==> config.mk <==
export PLATFORM = sky130hd
export DESIGN_NAME = bip_out_port
export DESIGN_NICKNAME = d
export VERILOG_FILES = /design/src/rtl/bip_out_port.sv
export SDC_FILE = /design/constraint.sdc
export NUM_CORES = 1
export LEC_CHECK = 0
export CAP_MARGIN = 20
export CORE_ASPECT_RATIO = 2
export CORE_MARGIN = 2
export CORE_UTILIZATION = 40
export CTS_CLUSTER_SIZE = 40
export DETAILED_ROUTE_END_ITERATION = 7
export PLACE_DENSITY = 0.62
export REMOVE_ABC_BUFFERS = 1
export SYNTH_ARGS = -nofsm -noshare
export SYNTH_HDL_FRONTEND = slang
export SYNTH_SLANG_ARGS = --single-unit
==> constraint.sdc <==
create_clock -name CLK -period 5.7 [get_ports CLK]
set_clock_uncertainty 0.2 [all_clocks]
set_input_delay 0.855 -clock CLK [delete_from_list [all_inputs] [get_ports CLK]]
set_output_delay 0.855 -clock CLK [all_outputs]
set_load 0.02 [all_outputs]
==> src/rtl/bip_out_port.sv <==
// bip_out_port: buffered, back-pressured accumulator output port for the BIP CPU.
// Captures WR_ACC writes into a first-word-fall-through FIFO, drained over
// OUT_VALID/OUT_READY. STALL warns the CPU before overflow; DROP_CNT counts
// writes lost on a full FIFO. MODE=1 captures only values that differ from
// the last accepted one.
// Optional feature: define BIP_OUT_PORT_PC_TAG_EN to store the PC with each
// entry and expose it on OUT_PC.
module bip_out_port #(
  parameter int unsigned DATA_W = 16,
  parameter int unsigned PC_W   = 11,
  parameter int unsigned DEPTH  = 8,
  localparam int unsigned AW    = $clog2(DEPTH)
) (
  input  logic              CLK,
  input  logic              RESET,
  input  logic              CLEAR,
  input  logic [DATA_W-1:0] ACC,
  input  logic              WR_ACC,
  input  logic [PC_W-1:0]   PC,
  input  logic              MODE,
  output logic [DATA_W-1:0] OUT_DATA,
`ifdef BIP_OUT_PORT_PC_TAG_EN
  output logic [PC_W-1:0]   OUT_PC,
`endif
  output logic              OUT_VALID,
  input  logic              OUT_READY,
  output logic              STALL,
  output logic [AW:0]       LEVEL,
  output logic [7:0]        DROP_CNT
);

  localparam int unsigned LW = AW + 1;
`ifdef BIP_OUT_PORT_PC_TAG_EN
  localparam int unsigned EW = PC_W + DATA_W;
`else
  localparam int unsigned EW = DATA_W;
`endif

  logic [EW-1:0]     mem [DEPTH];
  logic [AW-1:0]     wr_ptr;
  logic [AW-1:0]     rd_ptr;
  logic [AW:0]       level;
  logic [7:0]        drop_cnt;
  logic [DATA_W-1:0] last_data;
  logic              last_valid;

  logic              push_req_c;
  logic              pop_c;
  logic              full_c;
  logic              push_ok_c;
  logic              drop_c;
  logic [EW-1:0]     entry_c;
  logic [EW-1:0]     head_c;

`ifdef BIP_OUT_PORT_PC_TAG_EN
  assign entry_c = {PC, ACC};
`else
  logic unused_pc_c;
  assign unused_pc_c = ^PC;
  assign entry_c     = ACC;
`endif

  // Handshake and push/pop qualification
  always_comb begin
    push_req_c = WR_ACC && (!MODE || !last_valid || (ACC != last_data));
    full_c     = (level == LW'(DEPTH));
    pop_c      = (level != '0) && OUT_READY;
    push_ok_c  = push_req_c && (!full_c || pop_c);
    drop_c     = push_req_c && full_c && !pop_c;
    head_c     = mem[rd_ptr];
  end

  // Pointers, occupancy, filter history and drop counter; CLEAR beats push/pop
  always_ff @(posedge CLK or posedge RESET) begin
    if (RESET) begin
      wr_ptr     <= '0;
      rd_ptr     <= '0;
      level      <= '0;
      drop_cnt   <= '0;
      last_data  <= '0;
      last_valid <= 1'b0;
    end else if (CLEAR) begin
      wr_ptr     <= '0;
      rd_ptr     <= '0;
      level      <= '0;
      drop_cnt   <= '0;
      last_valid <= 1'b0;
    end else begin
      if (push_ok_c) begin
        wr_ptr     <= wr_ptr + AW'(1);
        last_data  <= ACC;
        last_valid <= 1'b1;
      end
      if (pop_c) begin
        rd_ptr <= rd_ptr + AW'(1);
      end
      if (push_ok_c && !pop_c) begin
        level <= level + LW'(1);
      end else if (!push_ok_c && pop_c) begin
        level <= level - LW'(1);
      end
      if (drop_c && (drop_cnt != 8'hFF)) begin
        drop_cnt <= drop_cnt + 8'd1;
      end
    end
  end

  // Entry storage; no reset needed since pointers/level define validity
  always_ff @(posedge CLK) begin
    if (push_ok_c && !CLEAR) begin
      mem[wr_ptr] <= entry_c;
    end
  end

  // Output view: head entry, zeroed while empty
  always_comb begin
    OUT_VALID = (level != '0);
    OUT_DATA  = OUT_VALID ? head_c[DATA_W-1:0] : '0;
`ifdef BIP_OUT_PORT_PC_TAG_EN
    OUT_PC    = OUT_VALID ? head_c[DATA_W +: PC_W] : '0;
`endif
    STALL     = (level >= LW'(DEPTH - 1));
    LEVEL     = level;
    DROP_CNT  = drop_cnt;
  end

endmodule

# Word level (Yosys, flattened, before mapping)
# Memory sizes are Yosys's and may differ from the RTL's.
# Cells that the tools add are included.
# word_totals
memories,1
ff_bits,35
word_cells,55
ramBits,128
# memory_table
name,depth,word_bits,read_ports,rd_clocked_by_memory_dff,write_ports,line_no,rtl
mem,8,16,1,0,1,39,logic [EW-1:0] mem [DEPTH];
# op_classes
order_cmp,1
bitwise,1
eq_ne,3
n_mux,14
reduce_logical,24
add_sub_neg,5
# ops
operator,n
16-bit two-way mux,1
8-bit two-way mux,2
16-bit != test,1
3-bit two-way mux,4
4-bit two-way mux,3
1-bit logical AND,9
"8-bit by 1-bit adder with 8-bit output, second input constant",1
"8-bit != test, second input constant",1
"3-bit by 1-bit adder with 3-bit output, second input constant",2
1-bit logical NOT,6
2-bit nonzero test,3
"4-bit by 1-bit adder with 4-bit output, second input constant",1
"4-bit equality test, second input constant",1
"4-bit by 3-bit >= comparator with 1-bit output, second input constant",1
1-bit two-way mux,4
4-bit nonzero test,1
"4-bit by 1-bit subtractor with 4-bit output, second input constant",1
1-bit logical OR,3
3-bit nonzero test,1
2-bit AND reduction,1
1-bit inverter,1

# Logic depth before layout (Yosys ltp)
# logic_depth
ltp_word,10
depth_mapped,12

# Worst setup path before layout
# No wires, ideal clock.
# synth_path
kind,input to register
from,input ACC[6]
to,memory mem[1][0] (netlist name) (enable)
n_path_buf,0
t_required_ns,5.070
setup_ns,0.430
cell_stages,6
arrival_ns,3.303
path_slack_ns,1.767
cell_sequence,xor2_1 -> nor4_1 -> nand3_1 -> o211ai_4 -> or2_2 -> nor4_1
# synth_via
elab_chain_cells,7
# synth_rtl
item,line_no,rtl
"start, declared",17,"input logic [DATA_W-1:0] ACC,"
16-bit != test,65,push_req_c = WR_ACC && (!MODE || !last_valid || (ACC != last_data));
1-bit logical OR,65,
1-bit logical AND,65,
1-bit logical AND,68,push_ok_c = push_req_c && (!full_c || pop_c);
1-bit logical AND,110,if (push_ok_c && !CLEAR) begin
1-bit two-way mux,110,
1-bit two-way mux (implied by the code),111,mem[wr_ptr] <= entry_c;
"end, declared",39,
# Every way passes these cells.

# Worst setup path after layout
# layout_path
from,input ACC[4]
to,register level[3] (netlist: LEVEL[3])
# layout_via
elab_chain_cells,7
word_cells_on_any_way,10
cone_classes,eq/ne: 1; mux: 2; reduce/logical: 7
# layout_rtl
item,line_no,rtl
16-bit != test (*),65,
1-bit logical OR (*),65,
1-bit logical AND (*),65,
1-bit logical AND (*),68,
1-bit logical AND or 1-bit logical NOT (tied branches),"97, 99",
4-bit two-way mux or 1-bit logical AND (tied branches),"97, 99",
4-bit two-way mux or 3-bit nonzero test (tied branches),-,
"end signal, assigned",98,level <= level + LW'(1);
"end signal, assigned",100,level <= level - LW'(1);
"end, declared",42,logic [AW:0] level;
# Every way passes the cells marked *; elsewhere a longest branch is shown, timed or not.
# A chain may end at the register's enable or synchronous reset.

==> reports/qor.yml <==
clock_network:
  post_cts_buffers: 0
  cts_sinks: 163
  htree_levels: 4
  clk_pin_slew_ns: 0.06
  clkLatencyLatePin_ns: 0.42
  cts_tree: "built"
  cts.path.max_buffers: 2
  cts_resized: 0
  cts-buffers-inserted: 17
  cts_hold_buf: 0
  cts_root_buffer: "clkbuf_16"
floorplanning:
  core_area_um2: 16770
  chipHeight_um: 189.0
  num_rows: 67
  initial_utilization_pct: 40.84
  io_pins: 63
  die_x_um: 96.52
  die_area_um2: 18250
place:
  io_buffers: 51
  finalWeightedCongestion: 0.7679
  dpl.hpwl_um: 8403
  dpl_worst_slack_ns: 1.103
synth:
  synth_edf_count: 128
  ys_seq_area_share_pct: 68.92
  yosysTopAreaCell: "edfxtp_1"
  avgSynthCellArea_um2: 17.93
  netlist-cell-type-count: 49
  synth_top_family_by_area: "multiplexers"
  synth-seq-cells: 163
  synthSimpleGateAreaFrac_pct: 5.408
  synthFlopType: "edfxtp_1"
  yosys.area.top_type_share_pct: 56.13
  yosysMostFrequentCell: "edfxtp_1"
  synth.area.top_cells: "edfxtp_1, dfrtp_1, mux4_2"
  synth_area_um2: 6848
  synth.top_cells.by_count: "edfxtp_1, dfrtp_1, mux4_2, nor2_1, xor2_1"
  synthCells: 382
  synthMuxAreaShare_pct: 17.14
  synth_compound_area_share_pct: 2.503
  synth_warnings: 0
  async_flop_share_pct: 21.47
  synthAdderAreaFrac_pct: 1.206
  synth-xor-area-share_pct: 2.942
sta:
  rsz0062_at_grt: "no"
  worstMarginPinSlew_ns: 1.032
  maxSlewHeadroom_pct: 30.96
  setup_viol: 0
  timing.setup.tns_ns: 0
  whs_ns: 0.3257
  setup_slack_ns: 1.521
  fin_crit_ns: 4.179
  slew_violations: 0
  finalCritPeriodShare_pct: 73.31
  fmax_ghz: 0.2393
  hold_violations: 0
grt:
  antenna_found_initial: 0
  grt_pass1_vias: 3853
  grt_usage_pct: 16.12
  grt_max_degree: 36
  grt_pass1_wl_um: 21280
  gr-total-overflow: 0
drt:
  avgRoutedWirePerCell_um: 20.16
  drc: 0
  postRouteAntennaNets: 0
  wl_um: 13410
  firstDrtPassIters: 4
  drt_iter0_drc: 213
  vias: 3554
  via_per_inst: 5.344
critical_path:
  cp-end-kind: "flip-flop"
  max_stage_delay_ns: 0.57
  worstPathCellList: "clkdlybuf4s50_1, xor2_1, nor4_1, nand3_1, o2111a_1, inv_1, ha_1, a21o_1, a21oi_1, or2_0, a2bb2oi_1, mux2_2"
  r2r_cells: 11
  ff2ff_setup_slack_ns: 2.19
  crit_fanout: 10
  start_kind: "input port"
  critPathRequiredTime_ns: 5.80
  worstSetupPathType: "input port to flip-flop"
  cp_slowest_cell: "clkdlybuf4s50_1"
  arrival_ns: 4.28
power_and_ir_drop:
  vdd_ir_drop_max_mv: 0.2076
  p_per_area_nw_per_um2: 408.9
  p_leak_uw: 0.002812
hold_path:
  hp-class: "flip-flop to flip-flop"
  whs_path_depth: 1
layout:
  area_growth_pct: 20.10
  antenna_cells: 0
  fin_nets: 484
  post-route-util_pct: 49.05
  drive_gt1_share_pct: 24.24
flow_run:
  maxCapViolations: 0
outcome:
  status: "finished, final reports clean"
## cell type report
class	count	area [µm²]
clock inverter	14	131.4
timing repair buffer	63	600.6
sequential	163	4722
tap	207	259.0
multi-input combinational	193	2046
fill	1441	8542
clock buffer	18	439.2
inverter	7	26.28
## cells by family (layout without fill, tap and decap cells)
group	count (synthesis)	after routing
DFF	163	163
muxes	71	71
and+or+nand+nor	70	70
buffers and inverters	26	102
AOI/OAI and AO/OA	23	23
xor gates and xnor gates	23	23
adders and majority gates	6	6
## metal layers
metal / track usage (%) / routed length, µm / vias up
li1: - / - / 1611
met5: 0 / 0 / -
met4: 5.850 / 255 / 0
met2: 28.79 / 7628 / 60
met3: 3.940 / 418 / 14
met1: 18.19 / 5103 / 1869
## power by group
part / switching [µW] / total (µW) / internal, µW
clock: 472 / 1090 / 616
combinational: 380 / 820 / 440
sequential: 107 / 1460 / 1350
## critical path, delay by kind of cell
kind	cells	cell delay, ns
simple gates	3	1.04
compound gates	4	0.92
buf+inv	2	0.66
mux	1	0.35
fa+ha+maj	1	0.23
xor+xnor	1	0.21
## cell usage in the layout (no fill, tap or decap), types with 2 or more instances in the layout
cell and n:
edfxtp_1 128, xor2_1 20, mux2_4 10, ha_1 5
clkdlybuf4s50_1 51, buf_4 12, nand3b_1 2, nand2_1 4
inv_6 3, nand3_1 4, xnor2_1 3, and3_1 2
nor4_2 3, nor2_1 32, mux2_2 10, clkinv_4 3
inv_1 6, nor4_1 2, mux4_2 32, o2111ai_1 2
nor3_4 2, o21ai_0 5, clkinvlp_4 6, nor3_1 2
dfrtp_2 2, dfrtp_1 33, or3_1 4, a21oi_1 7
nor2b_1 2, clkbuf_16 17, mux2i_1 19
## per-stage QoR
step	area (µm²)	cells	total power [µW]
after floorplan	6745	363	1983
after global placement	7654	633	2307
after detailed placement	7654	633	2323
after CTS	8224	665	3409
after global routing	8224	665	3520
final	8224	665	3363
## registers in the layout (all words and copies together) (netlist names)
| register | cells |
|---|---|
| rd_ptr | 3 |
| wr_ptr | 3 |
| mem | 128 |
| last_valid | 1 |
| last_data | 16 |
| DROP_CNT | 8 |
| LEVEL | 4 |
## final timing paths
path	to	from
min in group asynchronous	last_data[4]	RESET
hold / removal	last_data[2]	last_data[2]
setup reg to reg	LEVEL[3]	last_data[4]
max in group asynchronous	rd_ptr[1]	RESET
hold reg to reg	last_data[2]	last_data[2]
setup / recovery	LEVEL[3]	ACC[4]
(Power assumes the default switching activity.)
